File: src/rtl/shifter_4b_rseq.sv
// ============================================================================
// shifter_4b_rseq : sequential right shifter, one position per clock, with
// fill-bit insertion and shifted-out bit collection. Optional: SHIFTER_RSEQ_ROTATE_EN
// Revision: 1.0
// ============================================================================
`default_nettype none

module shifter_4b_rseq #(
  parameter int WIDTH = 4,
  parameter int AMT_W = 2
) (
  input  logic             clk,
  input  logic             rst_n,
  input  logic             start,
  input  logic [WIDTH-1:0] A,
  input  logic [AMT_W-1:0] amt,
  input  logic             fill,
`ifdef SHIFTER_RSEQ_ROTATE_EN
  input  logic             rotate,
`endif
  output logic [WIDTH-1:0] X,
  output logic [WIDTH-1:0] Y,
  output logic             busy,
  output logic             done
);

  typedef enum logic [1:0] {
    S_IDLE  = 2'd0,
    S_SHIFT = 2'd1,
    S_DONE  = 2'd2
  } state_t;

  state_t           state;
  logic [AMT_W-1:0] n_lat;
  logic [AMT_W-1:0] k;
  logic             fill_lat;
  logic [AMT_W-1:0] amt_eff;
  logic             ins_bit;

  // Amounts beyond the last bit position saturate (only reachable for non-power-of-two WIDTH).
  always_comb begin
    amt_eff = amt;
    if (int'(amt) > WIDTH - 1) amt_eff = AMT_W'(WIDTH - 1);
  end

`ifdef SHIFTER_RSEQ_ROTATE_EN
  logic rot_lat;
  always_comb ins_bit = rot_lat ? X[0] : fill_lat;
`else
  always_comb ins_bit = fill_lat;
`endif

  always_ff @(posedge clk or negedge rst_n) begin
    if (!rst_n) begin
      state    <= S_IDLE;
      X        <= '0;
      Y        <= '0;
      busy     <= 1'b0;
      done     <= 1'b0;
      n_lat    <= '0;
      k        <= '0;
      fill_lat <= 1'b0;
`ifdef SHIFTER_RSEQ_ROTATE_EN
      rot_lat  <= 1'b0;
`endif
    end else begin
      done <= 1'b0;
      case (state)
        S_IDLE, S_DONE: begin
          if (start) begin
            X        <= A;
            Y        <= '0;
            k        <= '0;
            n_lat    <= amt_eff;
            fill_lat <= fill;
`ifdef SHIFTER_RSEQ_ROTATE_EN
            rot_lat  <= rotate;
`endif
            if (amt_eff == '0) begin
              state <= S_DONE;
              busy  <= 1'b0;
              done  <= 1'b1;
            end else begin
              state <= S_SHIFT;
              busy  <= 1'b1;
            end
          end else begin
            state <= S_IDLE;
            busy  <= 1'b0;
          end
        end
        S_SHIFT: begin
          X    <= {ins_bit, X[WIDTH-1:1]};
          Y[k] <= X[0];
          k    <= k + AMT_W'(1);
          if (k == n_lat - AMT_W'(1)) begin
            state <= S_DONE;
            busy  <= 1'b0;
            done  <= 1'b1;
          end
        end
        default: begin
          state <= S_IDLE;
          busy  <= 1'b0;
        end
      endcase
    end
  end

endmodule

`default_nettype wire
File: config.mk
export PLATFORM = sky130hd
export DESIGN_NAME = shifter_4b_rseq
export DESIGN_NICKNAME = d
export VERILOG_FILES = /design/src/rtl/shifter_4b_rseq.sv
export SDC_FILE = /design/constraint.sdc
export NUM_CORES = 1
export LEC_CHECK = 0
export CORE_MARGIN = 3
export CORE_UTILIZATION = 44
export DETAILED_ROUTE_END_ITERATION = 12
export PLACE_DENSITY_LB_ADDON = 0.25
export SETUP_SLACK_MARGIN = 0.05
export SLEW_MARGIN = 20
export SYNTH_ARGS = -nofsm -noshare
export SYNTH_HDL_FRONTEND = slang
export SYNTH_SLANG_ARGS = --single-unit
export TNS_END_PERCENT = 30
File: constraint.sdc
create_clock -name clk -period 1.4 [get_ports clk]
set_input_delay 0.21 -clock clk [delete_from_list [all_inputs] [get_ports clk]]
set_output_delay 0.21 -clock clk [all_outputs]
set_load 0.005 [all_outputs]
# Word-level counts from Yosys, hierarchy flattened
# Cells that the tools add are included.
op_classes:
  n_mul: 0
  div_mod_pow: 0
  n_mux: 21
  shifts: 0
  n_lt_le_gt_ge: 2
  n_addsub: 2
  reduce_logical: 7
  bitwise: 0
  n_eq_ne: 5
op_table:
  columns: ["cell", "n"]
  rows:
  - ["$pmux 4 s2", 2]
  - ["$mux 2", 4]
  - ["$mux 4", 2]
  - ["$pmux 2 s2", 2]
  - ["$mux 1", 7]
  - ["$bwmux 4", 1]
  - ["$logic_not 2->1", 2]
  - ["$ne 2x2->1 const B", 2]
  - ["$pmux 1 s2", 2]
  - ["$reduce_and 2->1", 2]
  - ["$lt 2x3->1 const B", 1]
  - ["$add 2x1->2 const B", 1]
  - ["$demux 1 s2", 1]
  - ["$eq 2x1->1 const B", 1]
  - ["$eq 2x2->1", 1]
  - ["$eq 2x2->1 const B", 1]
  - ["$ge 2x1->1 const B", 1]
  - ["$reduce_bool 2->1", 1]
  - ["$reduce_or 2->1", 1]
  - ["$sub 2x1->2 const B", 1]
  - ["$logic_and 1x1->1", 1]
word_totals:
  mem_count: 0
  mem_bits_ro: 0
  register_bits: 17
  wordCells: 45
  latch_bits: 0
  ram_bits: 0

# Depth between registers and ports, before layout
# Gate-level depths: netlist of the first run.
depth:
  word_depth: 6
  ltp_mapped: 5

# Worst setup path after synthesis of the first run
# Ideal clock, no wire load.
synth_path:
  kind: "register to register"
  startpoint: "register k[0]"
  endpoint: "register Y[2]"
  path_slack_ns: 0.047
  setup_ns: 0.121
  synth_period_minus_slack_ns: 1.353
  t_arrival_ns: 1.232
  path_stages_with_launch: 6
  path_buffers: 0
  path_cell_list: "dfrtp_1 -> inv_1 -> ha_1 -> nand2b_4 -> mux2_4 -> a22o_1"
synth_between:
  elab_chain_len: 6
  elab_cells_between_ends: 7
  classes_between: "order compare (2); mux (4); reduce/logical (1)"
synth_lines:
  columns: ["item", "line", "rtl"]
  rows:
  - ["start, declared", "35", "logic [AMT_W-1:0] k;"]
  - ["start signal, assigned", "95", "k <= k + AMT_W'(1);"]
  - ["$lt 2x3->1 (implied by the code) or $ge 2x1->1 (tied branches)", "94", "Y[k] <= X[0];"]
  - ["$logic_and 1x1->1 (implied by the code)", "94", null]
  - ["$mux 1 (implied by the code)", "94", null]
  - ["$demux 1 s2 (*)", "94", null]
  - ["$bwmux 4 (*)", "94", null]
  - ["$pmux 4 s2 (*)", "68", "case (state)"]
  - ["end signal, assigned by index", "94", null]
  - ["end, declared", "22", "output logic [WIDTH-1:0] Y,"]
# Every way passes the cells marked *; elsewhere a longest branch is shown, timed or not.
# A chain may end at the register's enable or synchronous reset.

# Worst setup path after layout of the first run
layout_path:
  startpoint: "register k[1]"
  endpoint: "register Y[2]"
# The elaborated chain is that of the path after synthesis.

==> impl_metrics.json, run 1 <==
{
  "max_cap_violations": 0,
  "gp_routability_congestion": 0.656,
  "ys_top_cells_by_area": "sky130_fd_sc_hd__dfrtp_1 (47%), sky130_fd_sc_hd__mux2_2 (6.2%), sky130_fd_sc_hd__ha_1 (5.5%)",
  "clk_root_buffer_cell": "sky130_fd_sc_hd__clkbuf_4",
  "global_route.overflow_total": 0,
  "yosys.area.top_type_share_pct": 47.2,
  "first_pass_iters": 2,
  "slew_violations": 0,
  "numCtsBuffers": 3,
  "achievable-frequency_mhz": 736,
  "area_growth_pct": 44.4,
  "cts_tree": "done",
  "async_flop_share_pct": 100,
  "slew_headroom_pct": 81.0,
  "power_switching_share_pct": 35.4,
  "first_pass_grt_wire_length_um": 3310,
  "synth-edff-count": 0,
  "synth_warnings": 0,
  "floorplan.die.height_um": 51.3,
  "final_core_utilization_pct": 71.5,
  "final_antenna_net_count": 0,
  "cp_max_fo": 4,
  "finalWorstPathRequiredPeriod_ns": 1.36,
  "clock_pin_transition_on_the_worst_setup_and_hold_timing_paths_ns": 0.10,
  "routed-via-count": 728,
  "syn-mean-instance-area_um2": 11.0,
  "groute.usage.overall_pct": 16.5,
  "cp-startpoint": "k[1]$_DFFE_PN0P_",
  "finClkSkew_ns": 0.00431,
  "clock_power_share_pct": 9.5,
  "worstReg2RegStart": "k[1]$_DFFE_PN0P_",
  "drtIter0Drc": 1,
  "rsz_0062_raised_after_global_routing": "yes",
  "ff2ff_path_depth": 5,
  "startpoint_class": "flip-flop",
  "via_per_inst": 5.02,
  "setup-violations-final": 0,
  "min_period_over_period_pct": 97.0,
  "clock-sinks": 17,
  "num_rows": 15,
  "outcome": "complete, no violations",
  "total_switching_power_uw": 975,
  "cp-end-kind": "flip-flop",
  "synth_area_leader_cell": "sky130_fd_sc_hd__dfrtp_1",
  "pin_count_of_the_biggest_net_entering_global_routing": 18,
  "critical_path_arrival_ns": 1.55,
  "dpl.hpwl_um": 1230,
  "routed_wirelength_um": 1900,
  "post_synth_inst_count": 82,
  "p_int_uw": 1780,
  "start_util_pct": 49.6,
  "worst_slew_pin_slew_ns": 0.279,
  "die_w_um": 51.3,
  "first_global_vias": 747,
  "final_common_cell": "sky130_fd_sc_hd__buf_4",
  "antenna_found_initial": 0,
  "ir_worst_vdd_mv": 1.20,
  "wire_per_inst_um": 13.1,
  "insertedDiodeCount": 0,
  "yosysSeqAreaShare_pct": 47.2,
  "leakage_power_uw": 0.000675,
  "core_area_mm2": 0.00182,
  "die-area_mm2": 0.00263,
  "clock_latency_ns": 0.29,
  "placed_cell_area_mm2": 0.00117,
  "cts.htree.levels": 1,
  "mappedNetlistNets": 96,
  "mappedNetlistArea_um2": 902,
  "power_density_mw_per_mm2": 2120,
  "clock_path_buffers": 2,
  "final_instance_area_mm2": 0.00130,
  "pre_cts_slack_ns": -0.0244,
  "drc_markers": 0,
  "floorplan.io_pins": 20,
  "p_comb_share_pct": 59.0,
  "synth.ff_latch_count": 17,
  "path_class": "reg -> reg",
  "prevailing_post_synth_register_cell": "sky130_fd_sc_hd__dfrtp_1",
  "min-delay-path-class": "in -> async",
  "power.sequential.fraction_pct": 31.5,
  "fin_total_pwr_uw": 2760,
  "fin_hold_ws_ns": 0.244,
  "port-buffer-count": 19,
  "nets": 135,
  "timing.critical_path.required_ns": 1.59,
  "synth_cell_type_count": 24,
  "hold_viol": 0,
  "mostFrequentLayoutCells": "sky130_fd_sc_hd__buf_4 (19), sky130_fd_sc_hd__dfrtp_1 (17), sky130_fd_sc_hd__clkdlybuf4s50_1 (9)",
  "final.setup.worst_slack_ns": 0.0416,
  "drive_above_1_share_pct": 28.3
}
-- what timing repair did --
item / 4_1_cts / 5_1_grt
resized for setup: 3 / 13
buffers inserted: 6 / 4
hold endpoints to repair: 0 / 0
pin swaps: 0 / 2
endpoints found under the setup margin: 12 / 14
hold buffers: 0 / 0
cloned: 0 / 0
-- worst paths after layout --
check	endpoint	slack (ns)
min in group clk	Y[3]$_DFFE_PN0P_	0.54
max	Y[2]$_DFFE_PN0P_	0.04
max reg2reg	Y[2]$_DFFE_PN0P_	0.04
min reg2reg	Y[3]$_DFFE_PN0P_	0.54
min	X[1]$_DFFE_PN0P_	0.24
max in group asynchronous	Y[0]$_DFFE_PN0P_	0.97
-- metrics by stage --
| stage | std cells | setup TNS, ns |
|---|---|---|
| 6_report | 145 | 0 |
| 3_3_place_gp | 131 | 0 |
| 3_5_place_dp | 131 | -0.0591 |
| 5_1_grt | 145 | -0.00307 |
| 4_1_cts | 141 | 0 |
| 2_1_floorplan | 82 | 0 |
-- synthesized netlist by cell type (2+ instances only) --
cell and n:
sky130_fd_sc_hd__a211oi_1 4, sky130_fd_sc_hd__a21oi_1 6, sky130_fd_sc_hd__a22o_1 2, sky130_fd_sc_hd__a32o_1 2, sky130_fd_sc_hd__dfrtp_1 17, sky130_fd_sc_hd__ha_1 4, sky130_fd_sc_hd__inv_1 6, sky130_fd_sc_hd__mux2_2 5
sky130_fd_sc_hd__mux2i_1 5, sky130_fd_sc_hd__nand2_1 4, sky130_fd_sc_hd__nand2b_1 5, sky130_fd_sc_hd__nor2_1 2, sky130_fd_sc_hd__nor2b_1 5, sky130_fd_sc_hd__o21ai_0 2, sky130_fd_sc_hd__o22ai_1 2, sky130_fd_sc_hd__o31ai_1 3
-- cell type report --
class | instances | area [µm²]
fillers | 158 | 518
multi-input cells | 55 | 450
flip-flops and latches | 17 | 425
repair buffers | 38 | 347
well taps | 25 | 31.3
clock buffers | 4 | 26.3
inverters | 6 | 22.5
-- flip-flops by register name, summed over array words and instances, names as in the netlist --
signal	count
X	4
Y	4
busy	1
done	1
fill_lat	1
k	2
n_lat	2
state	2
-- power by group through the flow --
stage	Combinational, µW	Sequential (µW)	Clock (µW)
floorplan	836	900	0
global placement	1320	914	0
detailed placement	1360	927	0
CTS	1510	873	272
global route	1800	901	288
finish	1620	868	263
-- cells by family (layout without fill, tap and decap cells) --
family	count (synthesis)	after routing	synth area share, %
buffers and inverters	10	48	5.13
XOR/XNOR	2	2	1.94
flip-flops	17	17	47.2
AND/OR/NAND/NOR	17	17	11.0
multiplexers	11	11	13.5
adder cells (fa/ha/maj)	4	4	5.55
AO/OA/AOI/OAI	21	21	15.8
-- critical path: stages, from the launching register on --
cell and delay (ns):
sky130_fd_sc_hd__dfrtp_1 0.42, sky130_fd_sc_hd__buf_4 0.15, sky130_fd_sc_hd__ha_2 0.17, sky130_fd_sc_hd__nand2b_4 0.06
sky130_fd_sc_hd__mux2_4 0.28, sky130_fd_sc_hd__a22o_1 0.17
-- layer usage --
layer / global-route usage, % / part of all wire [%]
met3: 3.50 / 3.9
met4: 5.24 / 0
met5: 0 / 0
met1: 19.3 / 44
met2: 29.8 / 52
Power figures use the tool's default switching activity.
==> inputs of run 2 (changes only) <==
--- a/config.mk
+++ b/config.mk
@@ -5,6 +5,7 @@
 export SDC_FILE = /design/constraint.sdc
 export NUM_CORES = 1
 export LEC_CHECK = 0
+export CORE_ASPECT_RATIO = 0.75
 export CORE_MARGIN = 3
 export CORE_UTILIZATION = 44
 export DETAILED_ROUTE_END_ITERATION = 12
==> run 2 against run 1 <==
Net effect:
- sequential cell count stayed put
- register-to-register slack about the same
- clock skew grew 0.0026 ns
- largest power group unchanged
- fmax down 1.1%
- combinational power fell by 5%
- clock power fell by 2%
- sequential share of layout area increased by 0.87 points
- count of clock-buffer cells in the layout unchanged
==> impl_metrics.json, run 2 (synthesized netlist as in run 1, its figures left out) <==
{
  "outcome": "complete, no violations",
  "groute.layer.met2.usage_pct": 23.8,
  "clock_path_buffers": 2,
  "hold_viol": 0,
  "cts_tree": "done",
  "achievable-frequency_mhz": 728,
  "groute.usage.overall_pct": 15.7,
  "num_rows": 13,
  "antenna_found_initial": 0,
  "critical_path_arrival_ns": 1.56,
  "slew_violations": 0,
  "clock-sinks": 17,
  "global_route.overflow_total": 0,
  "routed_wirelength_um": 1840,
  "drive_above_1_share_pct": 28.2,
  "cp_max_fo": 4,
  "first_pass_grt_wire_length_um": 3020,
  "finalWorstPathRequiredPeriod_ns": 1.37,
  "nets": 132,
  "ir_worst_vdd_mv": 1.44,
  "insertedDiodeCount": 0,
  "multi_input_area_um2": 467,
  "area_growth_pct": 41.1,
  "port-buffer-count": 19,
  "global_route.peak_usage_layer": "met2",
  "first_global_vias": 646,
  "timing.critical_path.required_ns": 1.59,
  "final_common_cell": "sky130_fd_sc_hd__dfrtp_1",
  "final_core_utilization_pct": 69.2,
  "groute.layer.met3.usage_pct": 6.00,
  "cts.htree.levels": 1,
  "gr-usage-met1_pct": 21.7,
  "critPathTopFamily": "flip-flops",
  "critical_path.cell_chain": "buf_4 -> ha_4 -> nand2b_4 -> mux2_4 -> a22o_1",
  "max_cap_violations": 0,
  "fin_setup_tns_ns": 0,
  "drc_markers": 0,
  "die_w_um": 58.3,
  "top_regs": "X: 4 flops, Y: 4 flops",
  "wire_per_inst_um": 13.2,
  "routed-via-count": 691,
  "finClkSkew_ns": 0.00696,
  "min-delay-path-class": "in -> async",
  "gp_routability_congestion": 0.781,
  "start_util_pct": 49.1,
  "drtIter0Drc": 10,
  "worst_slew_pin_slew_ns": 0.303,
  "floorplan.io_pins": 20,
  "floorplan.die.height_um": 45.2,
  "core_area_mm2": 0.00184,
  "rsz_0062_raised_after_global_routing": "yes",
  "power_density_mw_per_mm2": 2120,
  "fin_hold_ws_ns": 0.230,
  "via_per_inst": 4.97,
  "mostFrequentLayoutCells": "sky130_fd_sc_hd__dfrtp_1 (16), sky130_fd_sc_hd__buf_4 (15), sky130_fd_sc_hd__clkdlybuf4s50_1 (10)",
  "pin_count_of_the_biggest_net_entering_global_routing": 18,
  "numCtsBuffers": 3,
  "cp-end-kind": "flip-flop",
  "final_antenna_net_count": 0,
  "leakage_power_uw": 0.000574,
  "die-area_mm2": 0.00264,
  "min_period_over_period_pct": 98.1,
  "clock_latency_ns": 0.29,
  "fill_cells": 146,
  "register_area_um2": 427,
  "clk_root_buffer_cell": "sky130_fd_sc_hd__clkbuf_4",
  "startpoint_class": "flip-flop",
  "slowest_delay_ns": 0.45,
  "postCtsHoldBufs": 0,
  "slew_headroom_pct": 79.4,
  "first_pass_iters": 4,
  "worst-path-buf-inv": 1,
  "critical_path.slowest_cell": "sky130_fd_sc_hd__dfrtp_2",
  "setup-violations-final": 0,
  "clock_pin_transition_on_the_worst_setup_and_hold_timing_paths_ns": 0.10,
  "dpl.hpwl_um": 1310,
  "path_class": "reg -> reg"
}
## run 2: layout make-up
| type | count | share of cell area, % |
|---|---|---|
| clock buffer | 4 | 2.06 |
| inverter | 6 | 1.77 |
| multi-input combinational | 55 | 36.7 |
| sequential | 17 | 33.5 |
| tap | 22 | 2.16 |
| timing repair buffer | 35 | 23.8 |
## run 2: power breakdown
| group | leakage, µW | internal (µW) | total (µW) | switching [µW] |
|---|---|---|---|---|
| registers | 0.000210 | 724 | 897 | 173 |
| clock network | 0.0000150 | 111 | 259 | 148 |
| logic | 0.000349 | 882 | 1540 | 658 |
## run 2: metal layers
layer | up-vias | part of all wire, %
li1 | 356 | -
met1 | 317 | 50
met2 | 16 | 45
met3 | 2 | 4.8
met4 | 0 | 0.49
met5 | - | 0
## run 2: path summary, 6_finish.rpt
path | startpoint | endpoint | slack, ns | depth (start not counted)
max | k[1]$_DFFE_PN0P_ | Y[2]$_DFFE_PN0P_ | 0.03 | 5
min | rst_n | Y[3]$_DFFE_PN0P_ | 0.23 | 2
max reg2reg | k[1]$_DFFE_PN0P_ | Y[2]$_DFFE_PN0P_ | 0.03 | 5
min reg2reg | fill_lat$_DFFE_PN0P_ | fill_lat$_DFFE_PN0P_ | 0.52 | 1
max in group asynchronous | rst_n | k[1]$_DFFE_PN0P_ | 0.97 | 2
min in group clk | fill_lat$_DFFE_PN0P_ | fill_lat$_DFFE_PN0P_ | 0.52 | 1
## run 2: metrics by stage
stage	setup WS [ns]	power [µW]	cell area [µm²]	cells
4_1_cts	0.00568	2660	1250	138
5_1_grt	0.00640	2920	1270	139
3_3_place_gp	0.00408	2230	1160	127
3_5_place_dp	-0.0538	2280	1160	127
2_1_floorplan	0.0721	1740	905	82
6_report	0.0270	2700	1270	139
## run 2: what timing repair did
action | in CTS | in global routing
buffers inserted | 7 | 1
setup endpoints to repair | 15 | 8
pin swaps | 1 | 1
gates cloned | 0 | 0
gates resized for setup | 12 | 6
hold endpoints to repair | 0 | 0
